### config.mk
export PLATFORM = sky130hd
export DESIGN_NAME = serial_bit_feeder
export DESIGN_NICKNAME = d
export VERILOG_FILES = /design/src/rtl/ser_pkg.sv /design/src/rtl/serial_bit_feeder.sv
export SDC_FILE = /design/constraint.sdc
export NUM_CORES = 1
export LEC_CHECK = 0
export BUFFER_PORTS_ARGS = -buffer_cell sky130_fd_sc_hd__buf_4
export CORE_ASPECT_RATIO = 0.9
export CORE_MARGIN = 1
export CORE_UTILIZATION = 27
export CTS_CLUSTER_DIAMETER = 60
export DETAILED_ROUTE_END_ITERATION = 8
export GPL_TIMING_DRIVEN = 0
export RECOVER_POWER = 100
export SYNTH_ARGS = -nofsm -noshare
export SYNTH_HDL_FRONTEND = slang
export SYNTH_SLANG_ARGS = --single-unit
### constraint.sdc
create_clock -name clk -period 6.34 [get_ports clk]
set_input_delay 0.317 -clock clk [delete_from_list [all_inputs] [get_ports clk]]
set_output_delay 0.317 -clock clk [all_outputs]
set_load 0.01 [all_outputs]
### src/rtl/ser_pkg.sv
// Shared types and constants for the serial bit feeder that drives the
// bit-serial sequence detectors.
package ser_pkg;

    typedef enum logic {
        IDLE  = 1'b0,
        SHIFT = 1'b1
    } ser_state_t;

    localparam int SER_WIDTH_DEF = 8;

    localparam bit SER_LSB_FIRST = 1'b0;
    localparam bit SER_MSB_FIRST = 1'b1;

endpackage

### src/rtl/serial_bit_feeder.sv
// Parallel-to-serial feeder: accepts WIDTH-bit words on valid/ready and emits
// them one bit per clock, with a one-word hold buffer for gapless streaming.
module serial_bit_feeder
    import ser_pkg::*;
#(
    parameter int WIDTH     = SER_WIDTH_DEF,
    parameter bit MSB_FIRST = SER_MSB_FIRST
) (
    input  logic             clk,
    input  logic             rst,
    input  logic [WIDTH-1:0] in_data,
    input  logic             in_valid,
    output logic             in_ready,
    output logic             ser_out,
    output logic             ser_valid,
    output logic             ser_first,
    output logic             ser_last
);

    localparam int CW = $clog2(WIDTH);
    localparam logic [CW-1:0] CNT_LAST = CW'(WIDTH - 1);

    ser_state_t       state, nxt_state;
    logic [CW-1:0]    cnt, nxt_cnt;
    logic [WIDTH-1:0] sh, nxt_sh;
    logic [WIDTH-1:0] hold, nxt_hold;
    logic             hold_full, nxt_hold_full;
    logic             accept;
    logic             free;

    // Words are stored already in transmit order, so bit cnt is always sent next.
    function automatic logic [WIDTH-1:0] to_tx_order(input logic [WIDTH-1:0] w);
        logic [WIDTH-1:0] r;
        for (int i = 0; i < WIDTH; i++) begin
            r[i] = MSB_FIRST ? w[WIDTH-1-i] : w[i];
        end
        return r;
    endfunction

    assign in_ready = rst & ~hold_full;
    assign accept   = in_valid & in_ready;
    assign free     = (state == IDLE) || (cnt == CNT_LAST);

    always_comb begin
        nxt_state     = state;
        nxt_cnt       = cnt;
        nxt_sh        = sh;
        nxt_hold      = hold;
        nxt_hold_full = hold_full;
        if (free) begin
            nxt_cnt = '0;
            if (hold_full) begin
                nxt_sh        = hold;
                nxt_hold_full = 1'b0;
                nxt_state     = SHIFT;
            end else if (accept) begin
                nxt_sh    = to_tx_order(in_data);
                nxt_state = SHIFT;
            end else begin
                nxt_state = IDLE;
            end
        end else begin
            nxt_cnt = cnt + CW'(1);
            if (accept) begin
                nxt_hold      = to_tx_order(in_data);
                nxt_hold_full = 1'b1;
            end
        end
    end

    // Output flops are loaded from next-state values so the first bit of a
    // word appears in the cycle right after the edge that loads it.
    always_ff @(posedge clk or negedge rst) begin
        if (!rst) begin
            state     <= IDLE;
            cnt       <= '0;
            hold_full <= 1'b0;
            ser_out   <= 1'b0;
            ser_valid <= 1'b0;
            ser_first <= 1'b0;
            ser_last  <= 1'b0;
        end else begin
            state     <= nxt_state;
            cnt       <= nxt_cnt;
            hold_full <= nxt_hold_full;
            ser_valid <= (nxt_state == SHIFT);
            ser_out   <= (nxt_state == SHIFT) & nxt_sh[nxt_cnt];
            ser_first <= (nxt_state == SHIFT) && (nxt_cnt == '0);
            ser_last  <= (nxt_state == SHIFT) && (nxt_cnt == CNT_LAST);
        end
    end

    always_ff @(posedge clk) begin
        sh   <= nxt_sh;
        hold <= nxt_hold;
    end

endmodule

==> flow_summary_export.csv, run 1 <==
group,metric,value,unit
placed_design,post-dp-hpwl,1.63,mm
layout,fin_util,0.335,
grt,wire_length_of_the_first_global_routing_pass,3.52,mm
synth,synth_area,1070,µm²
worst_setup_path,crit_path_cell_trace,"dlygate4sd3_1 > clkbuf_1 > nand2_1 > nor3_1",
grt,global_route.peak_usage_layer,"met2",
detailed_routing,initial_drt_pass_iterations,4,
worst_setup_path,critical_path.n_buffers_inverters,2,
synth,ys_seq_elements,24,
power,p_comb_frac,0.476,
sta,finalClockSkew,0.000920,ns
layout,fin_nets,127,
synth,synth-seq-area-share,0.562,
grt,grt_max_degree,14,
clock_tree,cts_tree,"built",
sta,slew_violations,0,
worst_setup_path,setup.worst_path.start_class,"primary input",
grt,first_global_vias,805,
layout,layout-drive-gt1-share,0.159,
worst_setup_path,worst-path-stages,4,
sta,rsz0062_at_grt,"false",
worst_setup_path,reg2reg_from,"cnt[0]$_DFF_PN0_",
layout,synthToLayoutAreaGrowth,17.9,%
worst_hold_path,hold_class,"primary input to flop",
detailed_routing,routed-via-count,786,
power,power-per-cell-area,501,nW/µm²
grt,global_routing_met1_resource_utilization,0.135,
worst_setup_path,setup.worst_path.end_class,"flop",
clock_tree,clock-sinks,24,
clock_tree,root_buffer,"sky130_fd_sc_hd__clkbuf_8",
worst_setup_path,worst_ep_required_time,6.23,ns
floorplanning,floorplan.initialDensity,0.284,
power,seq_power_share,0.383,
floorplanning,die_w,68.3,µm
clock_tree,clk_latency,0.26,ns
detailed_routing,post_detailed_route_via_to_cell_ratio,4.94,
detailed_routing,antenna_left,0,
layout,antenna_diodes,0,
layout,most_frequent_cells_in_the_layout,"sky130_fd_sc_hd__clkbuf_1, sky130_fd_sc_hd__nand2_1, sky130_fd_sc_hd__dfrtp_1, sky130_fd_sc_hd__edfxtp_1, sky130_fd_sc_hd__dfxtp_1",
sta,min_period,2.70,ns
synth,post_synth_inst_count,93,
layout,filler_cells_inserted,399,
grt,global_route.usage.met3,0.0426,
sta,max_freq,370,MHz
power,ir_worst_vdd,145,µV
power,power.total,0.000632,W
run,max_cap_viol_count,0,
floorplanning,design.core.area,3760,µm²
worst_setup_path,reg2regPathDepth,5,
sta,finalSetupTns,0,ns
detailed_routing,post-route-drc-count,0,
worst_setup_path,r2r-end,"hold[0]$_DFFE_PP_",
clock_tree,cts-buffers-inserted,3,
worst_setup_path,crit_slowest_cell,"sky130_fd_sc_hd__nor3_1",
worst_setup_path,timing.critical_path.arrival,2.59,ns
power,share_clk_of_total_power,0.141,
run_status,status,"completed",
layout,most_common_cell_after_layout_fill_and_taps_aside,"sky130_fd_sc_hd__clkbuf_1",
synth,post_synthesis_average_cell_area,11.5,µm²
placed_design,finalWeightedCongestion,0.816,
synth,yosysWarnings,0,
grt,grt.overflow.total,0,
grt,gr-usage-all-layers,0.117,
power,power.share.switching,0.364,
clock_tree,clk_pin_slew,0.08,ns
floorplanning,dieArea,4210,µm²
power,internal-power,0.000402,W
synth,post_synth_num_cell_types,30,
synth,mappedNetlistNets,106,
detailed_routing,drt-wirelength-per-cell,13.5,µm
floorplanning,chipHeight,61.7,µm
clock_tree,htree_num_levels,1,
grt,antenna_violations_before_repair,0,
power,power.net_switching,0.000230,W
worst_setup_path,cpLargestDelayFamily,"simple AND/OR/NAND/NOR gates",
worst_setup_path,cp-startpoint,"rst",
worst_setup_path,r2r_setup_slack,3.74,ns
grt,groute.layer.met2.usage,0.203,
power,p_leak,0.531,nW
worst_setup_path,worst-path-max-fanout,12,
worst_setup_path,slowest_delay,0.94,ns
clock_tree,clock_tree.buffer_depth,2,
floorplanning,ios,16,
sta,max_slew_margin,0.244,
sta,finalCritPeriodShare,0.426,
sta,timing_worst_slew_pin_value,1.13,ns
detailed_routing,finalWirelength,2.15,mm
detailed_routing,drt_iter0_markers,21,
floorplanning,num_rows,21,
placed_design,port_buffers,15,
worst_setup_path,timing_worst_setup_path_type,"primary input to flop",
sta,finalSetupViolations,0,
worst_setup_path,timing.critical_path.to,"hold[0]$_DFFE_PP_",
sta,finalHoldViolCount,0,
## timing repair
item / CTS / global route
resized for setup: 0 / 0
hold buffers: 1 / 0
hold endpoints to repair: 8 / 0
buffers inserted: 0 / 0
## synth_stat cells
library cell,count,area share
sky130_fd_sc_hd__a211o_1,2,0.016
sky130_fd_sc_hd__a211oi_1,1,0.0070
sky130_fd_sc_hd__a21boi_0,1,0.0070
sky130_fd_sc_hd__a21oi_1,4,0.019
sky130_fd_sc_hd__a221o_1,2,0.019
sky130_fd_sc_hd__a221o_2,1,0.011
sky130_fd_sc_hd__a221oi_1,1,0.0082
sky130_fd_sc_hd__a22oi_1,7,0.049
sky130_fd_sc_hd__and2_1,2,0.012
sky130_fd_sc_hd__and2b_4,2,0.019
sky130_fd_sc_hd__and3_1,1,0.0059
sky130_fd_sc_hd__and3b_2,2,0.019
sky130_fd_sc_hd__buf_12,1,0.019
sky130_fd_sc_hd__buf_2,2,0.0094
sky130_fd_sc_hd__clkbuf_1,1,0.0035
sky130_fd_sc_hd__dfrtp_1,8,0.19
sky130_fd_sc_hd__dfxtp_1,8,0.15
sky130_fd_sc_hd__edfxtp_1,8,0.22
sky130_fd_sc_hd__ha_1,2,0.023
sky130_fd_sc_hd__inv_1,3,0.011
sky130_fd_sc_hd__mux2i_1,4,0.037
sky130_fd_sc_hd__nand2_1,8,0.028
sky130_fd_sc_hd__nand2b_1,2,0.012
sky130_fd_sc_hd__nand3_1,2,0.0094
sky130_fd_sc_hd__nor2_1,5,0.018
sky130_fd_sc_hd__nor3_1,4,0.019
sky130_fd_sc_hd__o21a_2,2,0.016
sky130_fd_sc_hd__o21ai_0,5,0.023
sky130_fd_sc_hd__o31ai_1,1,0.0070
sky130_fd_sc_hd__o31ai_2,1,0.012
## sequential cells by signal, summed over array words and instances (netlist names)
| register | flops |
|---|---|
| cnt | 3 |
| ser_out | 1 |
| hold_full | 1 |
| hold | 8 |
| ser_first | 1 |
| sh | 8 |
| state | 1 |
| ser_last | 1 |
## power groups by stage
stage | sequential (W) | combinational [W] | clock, W
final | 0.000242 | 0.000300 | 0.0000891
after global routing | 0.000248 | 0.000340 | 0.0000991
after CTS | 0.000243 | 0.000313 | 0.0000947
after detailed placement | 0.000247 | 0.000311 | 0
after global placement | 0.000243 | 0.000301 | 0
after floorplan | 0.000240 | 0.000236 | 0
## worst min path at each step
stage | slack [ns] | start | depth (start not counted) | endpoint
after floorplan | 0.02 | rst | 0 | cnt[0]$_DFF_PN0_
after global placement | 0.15 | rst | 1 | state$_DFF_PN0_
after detailed placement | 0.16 | rst | 1 | cnt[1]$_DFF_PN0_
after CTS | 0.23 | in_data[4] | 1 | hold[3]$_DFFE_PP_
after global routing | 0.25 | in_data[0] | 1 | hold[7]$_DFFE_PP_
final | 0.26 | in_data[4] | 1 | hold[3]$_DFFE_PP_
## metrics by stage
| step | cell area [µm²] | hold slack (ns) | setup WS (ns) | std cells |
|---|---|---|---|---|
| final | 1260 | 0.260 | 3.64 | 159 |
| after global routing | 1260 | 0.249 | 3.28 | 159 |
| after CTS | 1290 | 0.229 | 3.71 | 159 |
| after detailed placement | 1240 | 0.158 | 3.72 | 154 |
| after global placement | 1240 | 0.155 | 3.78 | 154 |
| after floorplan | 1070 | 0.0214 | 4.18 | 93 |
## area by class of cell
class / count / area [µm²] / share of cell area
flip-flops and latches: 24 / 601 / 0.477
multi-input cells: 62 / 420 / 0.334
repair buffers: 16 / 92.6 / 0.0735
well taps: 46 / 57.6 / 0.0457
clock buffers: 3 / 41.3 / 0.0328
plain buffers: 4 / 32.5 / 0.0258
inverters: 3 / 11.3 / 0.00894
clock inverters: 1 / 3.75 / 0.00298
## logic make-up (layout without fill, tap and decap cells)
family / Yosys count / count (layout) / synth area share
adder cells (fa/ha/maj): 2 / 2 / 0.0234
multiplexers: 4 / 4 / 0.0375
buffers and inverters: 7 / 27 / 0.0422
AND/OR/NAND/NOR: 28 / 28 / 0.141
flip-flops: 24 / 24 / 0.562
AO/OA/AOI/OAI: 28 / 28 / 0.194
## layer usage
metal	up-vias	wire [µm]
met5	-	0
met1	382	1020
met3	2	92
met2	18	1020
met4	0	14
li1	384	-
Note: power is estimated with default switching activity, not from simulation.
==> run 2, diff against run 1 <==
==> constraint.sdc (replaced) <==
create_clock -name clk -period 2.3 [get_ports clk]
set_input_delay 0.115 -clock clk [delete_from_list [all_inputs] [get_ports clk]]
set_output_delay 0.115 -clock clk [all_outputs]
set_load 0.01 [all_outputs]
==> run 2 against run 1 <==
- hold slack lost 0.20 ns
- clock skew about the same
- global-route usage is 0.078 points higher
- sequential share of layout area down 0.79 points
- sequential power grew to 2.8 times the previous value
- core utilization up 0.63 points
- non-clock buffer count did not move
- largest power group unchanged
- via count rose by 0.25%
- cell area rose by 1.9%
- register-to-register slack worse by 3.6 ns
- count of clock-buffer cells in the layout is the same
- routed wire length barely moved
==> flow_summary_export.csv, run 2 (same netlist as run 1, synthesis figures left out) <==
group,metric,value,unit
sta,finalSetupViolations,0,
worst_setup_path,timing_worst_setup_path_type,"flop to flop",
floorplanning,num_rows,21,
detailed_routing,drt_iter0_markers,18,
sta,min_period,2.16,ns
detailed_routing,routed-via-count,788,
placed_design,number_of_cells_after_detailed_placement,154,
sta,slew_violations,0,
detailed_routing,wl_met1,1.02,mm
placed_design,post-dp-hpwl,1.63,mm
run,max_cap_viol_count,0,
placed_design,placed_cell_area,1240,µm²
sta,holdWs,0.0562,ns
layout,multi_input_area,438,µm²
sta,finalClockSkew,0.000917,ns
layout,most_frequent_cells_in_the_layout,"sky130_fd_sc_hd__clkbuf_1, sky130_fd_sc_hd__nand2_1, sky130_fd_sc_hd__edfxtp_1, sky130_fd_sc_hd__dfxtp_1",
power,power-per-cell-area,1380,nW/µm²
worst_setup_path,timing.critical_path.arrival,2.31,ns
clock_tree,cts_tree,"built",
worst_setup_path,crit_path_cell_trace,"ha_1 > ha_1 > and2b_4 > buf_12 > mux2i_1 > o31ai_2 > inv_1 > a221o_1",
floorplanning,chipHeight,61.7,µm
layout,reg.largest.list,"hold: 8 flops, sh: 8 flops, cnt: 3 flops",
worst_setup_path,slowest_delay,0.46,ns
run_status,status,"completed",
sta,max_freq,463,MHz
grt,gr-usage-all-layers,0.118,
clock_tree,htree_num_levels,1,
detailed_routing,highest-signal-layer,"met4",
floorplanning,ios,16,
detailed_routing,finalWirelength,2.15,mm
sta,rsz0062_at_grt,"false",
detailed_routing,antenna_left,0,
layout,antenna_diodes,0,
detailed_routing,wl_met3,90,µm
sta,finalCritPeriodShare,0.938,
layout,layout-drive-gt1-share,0.212,
grt,grt_max_degree,14,
clock_tree,clk_latency,0.26,ns
layout,synthToLayoutAreaGrowth,20.1,%
worst_setup_path,setup.worst_path.end_class,"flop",
floorplanning,dieArea,4210,µm²
grt,antenna_violations_before_repair,0,
detailed_routing,initial_drt_pass_iterations,3,
grt,first_global_vias,808,
worst_hold_path,hold_class,"primary input to flop",
sta,finalHoldViolCount,0,
clock_tree,clock-sinks,24,
layout,final-seq-area,602,µm²
worst_setup_path,worst_ep_required_time,2.45,ns
floorplanning,die_w,68.3,µm
floorplanning,design.core.area,3760,µm²
placed_design,finalWeightedCongestion,0.816,
detailed_routing,wl_met2,1.02,mm
detailed_routing,post_detailed_route_via_to_cell_ratio,4.96,
detailed_routing,drt-wirelength-per-cell,13.5,µm
floorplanning,floorplan.initialDensity,0.284,
detailed_routing,post-route-drc-count,0,
worst_setup_path,worst-path-max-fanout,10,
placed_design,port_buffers,15,
grt,grt.overflow.total,0,
layout,filler_cells_inserted,393,
worst_setup_path,setup.worst_path.start_class,"flop",
clock_tree,clock_tree.buffer_depth,2,
clock_tree,clk_pin_slew,0.08,ns
grt,wire_length_of_the_first_global_routing_pass,3.55,mm
layout,finalNonFillerCells,159,
worst_setup_path,crit_slowest_cell,"sky130_fd_sc_hd__dfrtp_2",
layout,finish.instance_area,1280,µm²
sta,max_slew_margin,0.653,
sta,timing_worst_slew_pin_value,0.520,ns
power,ir_worst_vdd,399,µV
power,p_leak,0.539,nW
clock_tree,cts-buffers-inserted,3,
layout,fin_nets,127,
clock_tree,root_buffer,"sky130_fd_sc_hd__clkbuf_8",
worst_setup_path,cell_type_with_the_highest_occurrence_count_on_the_critical_path,"sky130_fd_sc_hd__ha_1",
[run 2: final cells by class]
cell class	count	share of cell area
Clock buffer	3	0.0322
Buffer	4	0.0263
Sequential cell	24	0.469
Tap cell	46	0.0448
Inverter	3	0.00877
Multi-Input combinational cell	62	0.341
Clock inverter	1	0.00292
Timing Repair Buffer	16	0.0750
[run 2: final timing paths]
kind	end	from	depth (start not counted)	slack, ns
setup reg to reg	ser_out$_DFF_PN0_	cnt[0]$_DFF_PN0_	8	0.14
min in group asynchronous	cnt[1]$_DFF_PN0_	rst	2	0.21
max in group asynchronous	cnt[0]$_DFF_PN0_	rst	2	1.93
hold reg to reg	sh[2]$_DFF_P_	hold[2]$_DFFE_PP_	2	0.49
hold / removal	hold[3]$_DFFE_PP_	in_data[4]	1	0.06
setup / recovery	ser_out$_DFF_PN0_	cnt[0]$_DFF_PN0_	8	0.14
[run 2: stage by stage]
stage	total power [W]	TNS (ns)	utilization	worst slack [ns]
2_1_floorplan	0.00131	0	-	0.144
3_3_place_gp	0.00150	-2.07	0.330	-0.259
5_1_grt	0.00193	0	0.342	0.0263
4_1_cts	0.00180	0	0.346	0.0620
6_report	0.00177	0	0.342	0.142
3_5_place_dp	0.00154	-2.53	0.330	-0.317
[run 2: repair_timing]
| item | CTS | global route |
|---|---|---|
| gates resized for setup | 1 | 3 |
| buffers inserted | 0 | 0 |
| endpoints found under the setup margin | 8 | 9 |
| hold endpoints to repair | 8 | 0 |
| hold buffers | 1 | 0 |
[run 2: critical path, delay by kind of cell, from the launching register on]
family / cells / cell delay [ns]
DFF: 1 / 0.46
and+or+nand+nor: 1 / 0.30
adders and majority gates: 2 / 0.41
muxes: 1 / 0.08
buffers and inverters: 2 / 0.20
AOI/OAI and AO/OA: 2 / 0.58
[run 2: where the power goes]
part | total [W] | internal, W | switching, W
logic | 0.000855 | 0.000417 | 0.000438
clock network | 0.000248 | 0.000119 | 0.000128
registers | 0.000670 | 0.000589 | 0.0000807
[run 2: routing by layer]
layer / vias to the layer above / track usage
met5: - / 0
met4: 0 / 0.0327
met3: 4 / 0.0426
li1: 384 / -
met2: 15 / 0.203
met1: 385 / 0.137
==> run 3, diff against run 2 <==
--- a/config.mk
+++ b/config.mk
@@ -6,7 +6,8 @@
 export NUM_CORES = 1
 export LEC_CHECK = 0
 export BUFFER_PORTS_ARGS = -buffer_cell sky130_fd_sc_hd__buf_4
-export CORE_ASPECT_RATIO = 0.9
+export CAP_MARGIN = 20
+export CORE_ASPECT_RATIO = 1.5
 export CORE_MARGIN = 1
 export CORE_UTILIZATION = 27
 export CTS_CLUSTER_DIAMETER = 60
==> run 3 against run 2 <==
- global-route usage decreased by 0.73 points
- fmax decreased by 0.31%
- via count decreased by 2.0%
- critical path type unchanged
- worst setup slack got worse by 0.0067 ns
- combinational power decreased by 2.8%
- critical path depth unchanged
- largest power group unchanged
- hold slack got worse by 0.0029 ns
- non-clock buffer count unchanged
- cell count decreased by 1.9%
==> flow_summary_export.csv, run 3 (same netlist as run 1, synthesis figures left out) <==
group,metric,value,unit
power,ir_worst_vdd,786,µV
detailed_routing,routed-via-count,772,
worst_setup_path,timing.critical_path.arrival,2.32,ns
worst_setup_path,reg2regPathDepth,8,
grt,grt_max_degree,15,
detailed_routing,drt_iter0_markers,17,
layout,multi_input_area,432,µm²
run,max_cap_viol_count,0,
placed_design,port_buffers,15,
layout,reg.largest.list,"hold: 8 flops, sh: 8 flops, cnt: 3 flops",
clock_tree,clk_latency,0.27,ns
worst_setup_path,setup.worst_path.end_class,"flop",
detailed_routing,antenna_left,0,
grt,first_global_vias,805,
worst_setup_path,r2r_setup_slack,0.14,ns
sta,min_period,2.16,ns
layout,filler_cells_inserted,390,
clock_tree,cts-buffers-inserted,3,
layout,layout-drive-gt1-share,0.230,
worst_setup_path,reg2reg_from,"cnt[0]$_DFF_PN0_",
worst_hold_path,hold_path_startpoint,"in_data[7]",
worst_hold_path,holdPathEnd,"hold[0]$_DFFE_PP_",
floorplanning,die_w,53.4,µm
grt,grt.overflow.total,0,
floorplanning,floorplan.initialDensity,0.288,
worst_hold_path,hold_class,"primary input to flop",
detailed_routing,drt-wirelength-per-cell,12.8,µm
worst_setup_path,setup.worst_path.start_class,"flop",
layout,fin_util,0.351,
detailed_routing,initial_drt_pass_iterations,3,
floorplanning,ios,16,
grt,antenna_violations_before_repair,0,
power,p_leak,0.554,nW
sta,finalHoldViolCount,0,
run_status,status,"completed",
grt,wire_length_of_the_first_global_routing_pass,3.44,mm
layout,antenna_diodes,0,
grt,gr-usage-all-layers,0.110,
placed_design,place_ws,-0.269,ns
sta,max_slew_margin,0.582,
sta,max_freq,462,MHz
sta,finalWorstSetupSlack,0.136,ns
power,power-per-cell-area,1430,nW/µm²
worst_setup_path,worst_ep_required_time,2.46,ns
clock_tree,clock_tree.buffer_depth,2,
floorplanning,num_rows,27,
floorplanning,design.core.area,3720,µm²
worst_setup_path,timing_worst_setup_path_type,"flop to flop",
sta,slew_violations,0,
clock_tree,htree_num_levels,1,
layout,most_frequent_cells_in_the_layout,"sky130_fd_sc_hd__nand2_1, sky130_fd_sc_hd__edfxtp_1, sky130_fd_sc_hd__dfxtp_1",
layout,synthToLayoutAreaGrowth,22.0,%
layout,fin_nets,127,
detailed_routing,finalWirelength,2.00,mm
detailed_routing,post_detailed_route_via_to_cell_ratio,4.95,
worst_hold_path,whs_path_depth,1,
clock_tree,clock-sinks,24,
detailed_routing,post-route-drc-count,0,
sta,timing_worst_slew_pin_value,0.624,ns
sta,rsz0062_at_grt,"false",
layout,final-seq-area,602,µm²
placed_design,finalWeightedCongestion,0.784,
worst_setup_path,cp-startpoint,"cnt[0]$_DFF_PN0_",
clock_tree,cts_tree,"built",
clock_tree,clk_pin_slew,0.08,ns
floorplanning,dieArea,4220,µm²
worst_setup_path,r2r-end,"ser_out$_DFF_PN0_",
sta,finalClockSkew,0.00271,ns
floorplanning,chipHeight,79.0,µm
clock_tree,root_buffer,"sky130_fd_sc_hd__clkbuf_8",
worst_setup_path,worst-path-max-fanout,10,
sta,finalCritPeriodShare,0.941,
sta,finalSetupViolations,0,
placed_design,post-dp-hpwl,1.52,mm
run 3: cell count changes in the layout (fill, tap and decap cells not counted), sizes merged:
cell / previous run / this run
clkinv: 1 / 0
bufinv: 0 / 1
run 3: metal layers:
| layer | vias to the layer above | track usage | share of wire |
|---|---|---|---|
| met2 | 14 | 0.195 | 0.53 |
| met5 | - | 0 | 0 |
| li1 | 390 | - | - |
| met3 | 5 | 0.0230 | 0.034 |
| met1 | 363 | 0.125 | 0.42 |
| met4 | 0 | 0.0395 | 0.016 |
run 3: worst max path at each step:
stage,cells past startpoint,slack (ns),to
floorplan,5,0.14,hold[0]$_DFFE_PP_
global placement,5,-0.21,hold[4]$_DFFE_PP_
detailed placement,5,-0.27,hold[0]$_DFFE_PP_
CTS,8,0.07,ser_out$_DFF_PN0_
global route,8,0.01,ser_out$_DFF_PN0_
finish,8,0.14,ser_out$_DFF_PN0_
run 3: metrics by stage:
step / total power, W / hold WS (ns) / instances / area [µm²] / setup TNS [ns]
after floorplan: 0.00131 / -0.181 / 93 / 1070 / 0
after global placement: 0.00150 / -0.0465 / 151 / 1230 / -1.66
after detailed placement: 0.00152 / -0.0447 / 151 / 1230 / -2.15
after CTS: 0.00189 / 0.0242 / 156 / 1320 / 0
after global routing: 0.00201 / 0.0416 / 156 / 1300 / 0
final: 0.00186 / 0.0533 / 156 / 1300 / 0
run 3: power by group:
| part | internal [W] | total (W) | switching, W |
|---|---|---|---|
| clock network | 0.000233 | 0.000365 | 0.000133 |
| registers | 0.000589 | 0.000665 | 0.0000763 |
| logic | 0.000416 | 0.000831 | 0.000415 |
| total | 0.00124 | 0.00186 | 0.000624 |
run 3: final cells by class:
| cell class | count | area share |
|---|---|---|
| flip-flops and latches | 24 | 0.462 |
| multi-input cells | 62 | 0.331 |
| repair buffers | 16 | 0.0768 |
| well taps | 43 | 0.0413 |
| clock buffers | 3 | 0.0317 |
| plain buffers | 4 | 0.0259 |
| clock inverters | 1 | 0.0230 |
| inverters | 3 | 0.00864 |
run 3: critical path: stages (launching register included):
cell and delay [ns]:
sky130_fd_sc_hd__dfrtp_2 0.46, sky130_fd_sc_hd__ha_1 0.21, sky130_fd_sc_hd__ha_1 0.21, sky130_fd_sc_hd__and2b_4 0.30, sky130_fd_sc_hd__buf_12 0.13, sky130_fd_sc_hd__mux2i_1 0.08, sky130_fd_sc_hd__o31ai_2 0.24, sky130_fd_sc_hd__inv_1 0.07
sky130_fd_sc_hd__a221o_1 0.34
run 3: repair_timing:
item                                   CTS  global route
setup endpoints to repair                8             1
gates cloned                             0             0
resized for setup                        1             2
buffers inserted                         0             0
hold buffers                             1             0
endpoints found under the hold margin    8             0
